## config.mk

```make
export PLATFORM = sky130hd
export DESIGN_NAME = i2c_frame_tx
export DESIGN_NICKNAME = d
export VERILOG_FILES = /design/src/rtl/i2c_frame_tx.sv
export SDC_FILE = /design/constraint.sdc
export NUM_CORES = 1
export LEC_CHECK = 0
export ABC_AREA = 1
export BUFFER_PORTS_ARGS = -buffer_cell sky130_fd_sc_hd__buf_2
export CAP_MARGIN = 20
export CELL_PAD_IN_SITES_DETAIL_PLACEMENT = 1
export CELL_PAD_IN_SITES_GLOBAL_PLACEMENT = 2
export CORE_UTILIZATION = 30
export CTS_BUF_LIST = sky130_fd_sc_hd__clkbuf_16
export DETAILED_ROUTE_END_ITERATION = 10
export HOLD_SLACK_MARGIN = 0.08
export PLACE_DENSITY = 0.78
export SKIP_LAST_GASP = 1
export SLEW_MARGIN = 20
export SYNTH_ARGS = -nofsm -noshare
export SYNTH_HDL_FRONTEND = slang
export SYNTH_SLANG_ARGS = --single-unit
```

## constraint.sdc

```tcl
create_clock -name CLK -period 1.4 [get_ports CLK]
set_clock_uncertainty 0.15 [all_clocks]
set_input_delay 0.14 -clock CLK [delete_from_list [all_inputs] [get_ports CLK]]
set_output_delay 0.14 -clock CLK [all_outputs]
set_load 0.02 [all_outputs]
```

## src/rtl/i2c_frame_tx.sv

```systemverilog
// I2C write engine: START, address byte (write), two data bytes, STOP.
// SCL/SDA_OE are decoded from the FSM state so a reset releases the bus at once.
module i2c_frame_tx #(
   parameter int          CLK_DIV  = 4,
   parameter logic [6:0]  DEV_ADDR = 7'h1A
) (
   input  logic        CLK,
   input  logic        NRESET,
   input  logic        i_START,
   input  logic [15:0] i_DATA,
   output logic        o_BUSY,
   output logic        o_DONE,
   output logic        o_ACK_ERR,
   output logic        SCL,
   output logic        SDA_OE,
   input  logic        SDA_IN
);

   localparam int TW = (CLK_DIV > 2) ? $clog2(CLK_DIV) : 1;
   localparam logic [TW-1:0] TMAX = TW'(CLK_DIV - 1);

   typedef enum logic [2:0] {
      S_IDLE, S_START, S_BIT, S_ACK, S_STOP, S_DONE
   } state_t;

   state_t        state_q, state_d;
   logic [TW-1:0] tmr_q, tmr_d;
   logic [1:0]    qtr_q, qtr_d;
   logic [2:0]    bit_q, bit_d;
   logic [1:0]    byte_q, byte_d;
   logic [23:0]   shift_q, shift_d;
   logic          err_q, err_d;
   logic          nack_q, nack_d;
   logic          wrap;

   always_ff @(posedge CLK or negedge NRESET) begin
      if (!NRESET) begin
         state_q <= S_IDLE;
         tmr_q   <= '0;
         qtr_q   <= '0;
         bit_q   <= '0;
         byte_q  <= '0;
         shift_q <= '0;
         err_q   <= 1'b0;
         nack_q  <= 1'b0;
      end else begin
         state_q <= state_d;
         tmr_q   <= tmr_d;
         qtr_q   <= qtr_d;
         bit_q   <= bit_d;
         byte_q  <= byte_d;
         shift_q <= shift_d;
         err_q   <= err_d;
         nack_q  <= nack_d;
      end
   end

   assign wrap = (tmr_q == TMAX);

   always_comb begin
      state_d = state_q;
      tmr_d   = tmr_q;
      qtr_d   = qtr_q;
      bit_d   = bit_q;
      byte_d  = byte_q;
      shift_d = shift_q;
      err_d   = err_q;
      nack_d  = nack_q;
      SCL     = 1'b1;
      SDA_OE  = 1'b0;

      // Quarter timing runs in every timed state; IDLE and DONE force it to zero.
      if (state_q != S_IDLE && state_q != S_DONE) begin
         tmr_d = wrap ? '0 : tmr_q + TW'(1);
         qtr_d = wrap ? qtr_q + 2'd1 : qtr_q;
      end

      case (state_q)
         S_IDLE: begin
            tmr_d = '0;
            qtr_d = '0;
            if (i_START) begin
               shift_d = {DEV_ADDR, 1'b0, i_DATA};
               err_d   = 1'b0;
               nack_d  = 1'b0;
               bit_d   = '0;
               byte_d  = '0;
               state_d = S_START;
            end
         end
         S_START: begin
            SDA_OE = (qtr_q == 2'd1);
            if (wrap && qtr_q == 2'd1) begin
               qtr_d   = '0;
               state_d = S_BIT;
            end
         end
         S_BIT: begin
            SCL    = qtr_q[1];
            SDA_OE = ~shift_q[23];
            if (wrap && qtr_q == 2'd3) begin
               shift_d = {shift_q[22:0], 1'b0};
               if (bit_q == 3'd7) begin
                  bit_d   = '0;
                  state_d = S_ACK;
               end else begin
                  bit_d = bit_q + 3'd1;
               end
            end
         end
         S_ACK: begin
            SCL = qtr_q[1];
            // Sample late in the SCL-high half so the slave has settled.
            if (wrap && qtr_q == 2'd2) begin
               nack_d = SDA_IN;
               if (SDA_IN) err_d = 1'b1;
            end
            if (wrap && qtr_q == 2'd3) begin
               if (nack_q || byte_q == 2'd2) begin
                  state_d = S_STOP;
               end else begin
                  byte_d  = byte_q + 2'd1;
                  state_d = S_BIT;
               end
            end
         end
         S_STOP: begin
            SCL    = (qtr_q != 2'd0);
            SDA_OE = (qtr_q != 2'd2);
            if (wrap && qtr_q == 2'd2) begin
               tmr_d   = '0;
               qtr_d   = '0;
               state_d = S_DONE;
            end
         end
         S_DONE: begin
            tmr_d   = '0;
            qtr_d   = '0;
            state_d = S_IDLE;
         end
         default: begin
            state_d = S_IDLE;
         end
      endcase
   end

   assign o_BUSY    = (state_q != S_IDLE);
   assign o_DONE    = (state_q == S_DONE);
   assign o_ACK_ERR = err_q;

endmodule

```

==> out/metrics.yaml <==
setup_path:
  crit_fanout: 14
  path_cells: "inv_4 -> nand3_4 -> buf_6 -> o21ai_4 -> buf_12 -> nand3_1 -> o21ai_1"
  cp-start-kind: "flip-flop"
  cp_slowest_stage_delay_ns: 0.47
  cp_slowest_cell: "dfrtp_2"
  crit_path_end_kind: "flip-flop"
  worstPathArrival_ns: 1.78
  path_class: "flip-flop to flip-flop"
  required_ns: 1.44
  r2r_slack_ns: -0.34
cells_and_area:
  fin_util_pct: 53.0
  area_delta_synth_final_pct: 66.8
  drive_gt1_share_pct: 43.1
  fin_cells: 437
  num_antenna_cells: 0
  nNetsFinal: 388
sta:
  fin_crit_sh_pct: 124
  setup_viol: 42
  worstMarginPinSlew_ns: 0.306
  relSlewSlack_pct: 79.5
  final_hold_viol_count: 0
  period_minus_slack_ns: 1.74
  rsz0062_at_grt: "yes"
  setup_slack_ns: -0.340
  fmax_mhz: 575
  slew_viol_final: 0
yosys:
  synth_warnings: 0
  synth_top_area_share_pct: 46.1
  synthesis.nets: 291
  ys_seq_area_share_pct: 46.1
  ys_ff_latch: 38
  yosys.area.top_type: "dfrtp_1"
  syn_area_sq_um: 2060
  synth_area_leaders: "dfrtp_1, nand2_1, inv_1, o21ai_0, nand3_1"
  synth_cells: 262
  avgSynthCellArea_sq_um: 7.87
  ys_types: 22
grt:
  track_usage_pct: 18.9
  grt_max_degree: 39
  first_global_vias: 2205
  grt_remaining_overflow: 0
  antenna_found_initial: 0
  grt_pass1_wl_um: 10500
clocking:
  cts_inserted_buffers: 5
  cts_root_buf: "clkbuf_16"
  htree_num_levels: 2
  insertion_delay_ns: 0.29
  clockBufferDepth: 2
  clk_pin_slew_ns: 0.06
  clkSinkCount: 38
  cts_tree: "yes"
power_and_ir_drop:
  cellPowerDensity_nw_per_um2: 2040
  ir_worst_vdd_mv: 0.715
  power_mw: 7.02
  power.leakage_nw: 1.64
die:
  die_w_um: 84.9
  die-height_um: 84.9
  io_pins: 25
  fp.dieArea_sq_um: 7210
  placementRows: 29
  start_util_pct: 31.8
  core_sq_um: 6490
drt:
  first_pass_iters: 4
  drt_wl_total_um: 7350
  via_per_inst: 4.84
  wl_per_cell_um: 16.8
  dr_total_vias: 2113
  post-route-drc-count: 0
  ant_nets: 0
  drt_iter0_drc: 76
job:
  cap_violations: 0
place:
  place_hpwl_um: 3610
  pre_cts_ws_ns: -0.204
  io_buffers: 24
  globalplace.congestion: 0.769
  placed_cells: 388
outcome:
  violations: "negative setup slack"
  status: "finished, violations left"
min_path:
  hp-class: "primary input to flip-flop"
==> state kept, by name (all words and copies together), names as in the netlist <==
signal / cells
state_q: 3
qtr_q: 2
shift_q: 24
bit_q: 3
nack_q: 1
tmr_q: 2
byte_q: 2
o_ACK_ERR: 1
==> power breakdown <==
group / total [mW] / internal (mW) / switching [mW]
Sequential: 1.86 / 1.58 / 0.284
Combinational: 3.67 / 1.66 / 2.01
Clock: 1.49 / 1.02 / 0.473
Total: 7.02 / 4.25 / 2.76
==> cells in the final DEF, fill, tap and decap left out, types with 5 or more instances in the layout <==
master	n
nand2_4	6
buf_4	38
buf_6	22
o21ai_1	21
o21ai_0	18
dfrtp_1	34
dlygate4sd3_1	17
nand2_2	13
nand3_1	15
nand2_1	43
buf_2	20
clkbuf_16	6
inv_1	32
nand3_4	6
nor2_1	15
o21ai_2	5
==> synth_stat cells (all sizes together) <==
library cell / count
o22ai: 1
dfrtp: 38
a21oi: 6
clkbuf: 1
buf: 9
inv: 41
nand2: 62
nand3b: 2
nor2: 21
o21ai: 45
o221ai: 1
nand4: 1
nand3: 25
ha: 9
==> routing by layer <==
layer	up-vias	track usage, %	wire length, um
met5	-	0	0
met4	0	8.32	119
met3	10	3.79	185
met2	34	34.0	3900
met1	1043	21.7	3140
li1	1026	-	-
==> area by class of cell <==
cell class	instances	area, sq um
fill	751	3050
multi-input combinational	173	1160
tap	77	96.3
inverter	41	174
timing repair buffer	100	868
clock inverter	3	63.8
sequential	38	956
clock buffer	5	125
==> critical path: cells and delay by family, from the launching register on <==
kind | cells | cell delay, ns
simple gates | 2 | 0.19
flops | 1 | 0.47
compound gates | 2 | 0.40
buf+inv | 3 | 0.44
==> final timing paths <==
| check | from | end | cells after the start |
|---|---|---|---|
| setup / recovery | state_q[0] | bit_q[1] | 7 |
| hold / removal | i_DATA[11] | shift_q[11] | 5 |
| setup reg to reg | state_q[0] | bit_q[1] | 7 |
| hold reg to reg | byte_q[1] | byte_q[1] | 2 |
| max in group asynchronous | NRESET | qtr_q[1] | 3 |
| min in group asynchronous | NRESET | nack_q | 3 |
==> logic make-up (layout without fill, tap and decap cells) <==
group	Yosys count	count (layout)	share of synthesized area, %
AOI/OAI and AO/OA	53	53	13.6
buffers and inverters	51	149	11.6
adders and majority gates	9	9	5.46
and+or+nand+nor	111	111	23.2
DFF	38	38	46.1
==> stage by stage <==
| stage | TNS (ns) | hold slack [ns] | instance area [sq um] |
|---|---|---|---|
| after floorplan | -1.58 | -0.306 | 2110 |
| after global placement | -3.76 | -0.0211 | 2520 |
| after detailed placement | -5.16 | -0.0231 | 2520 |
| after CTS | -6.94 | 0.0817 | 3150 |
| after global routing | -11.97 | 0.115 | 3440 |
| final | -10.27 | 0.0840 | 3440 |
==> what timing repair did <==
action	CTS	global route
setup endpoints to repair	42	42
hold buffers	17	0
gates cloned	1	1
gates resized for setup	52	54
buffers inserted	12	10
hold endpoints to repair	55	0
pin swaps	10	11
No activity file was read; power rests on OpenSTA's default activity.
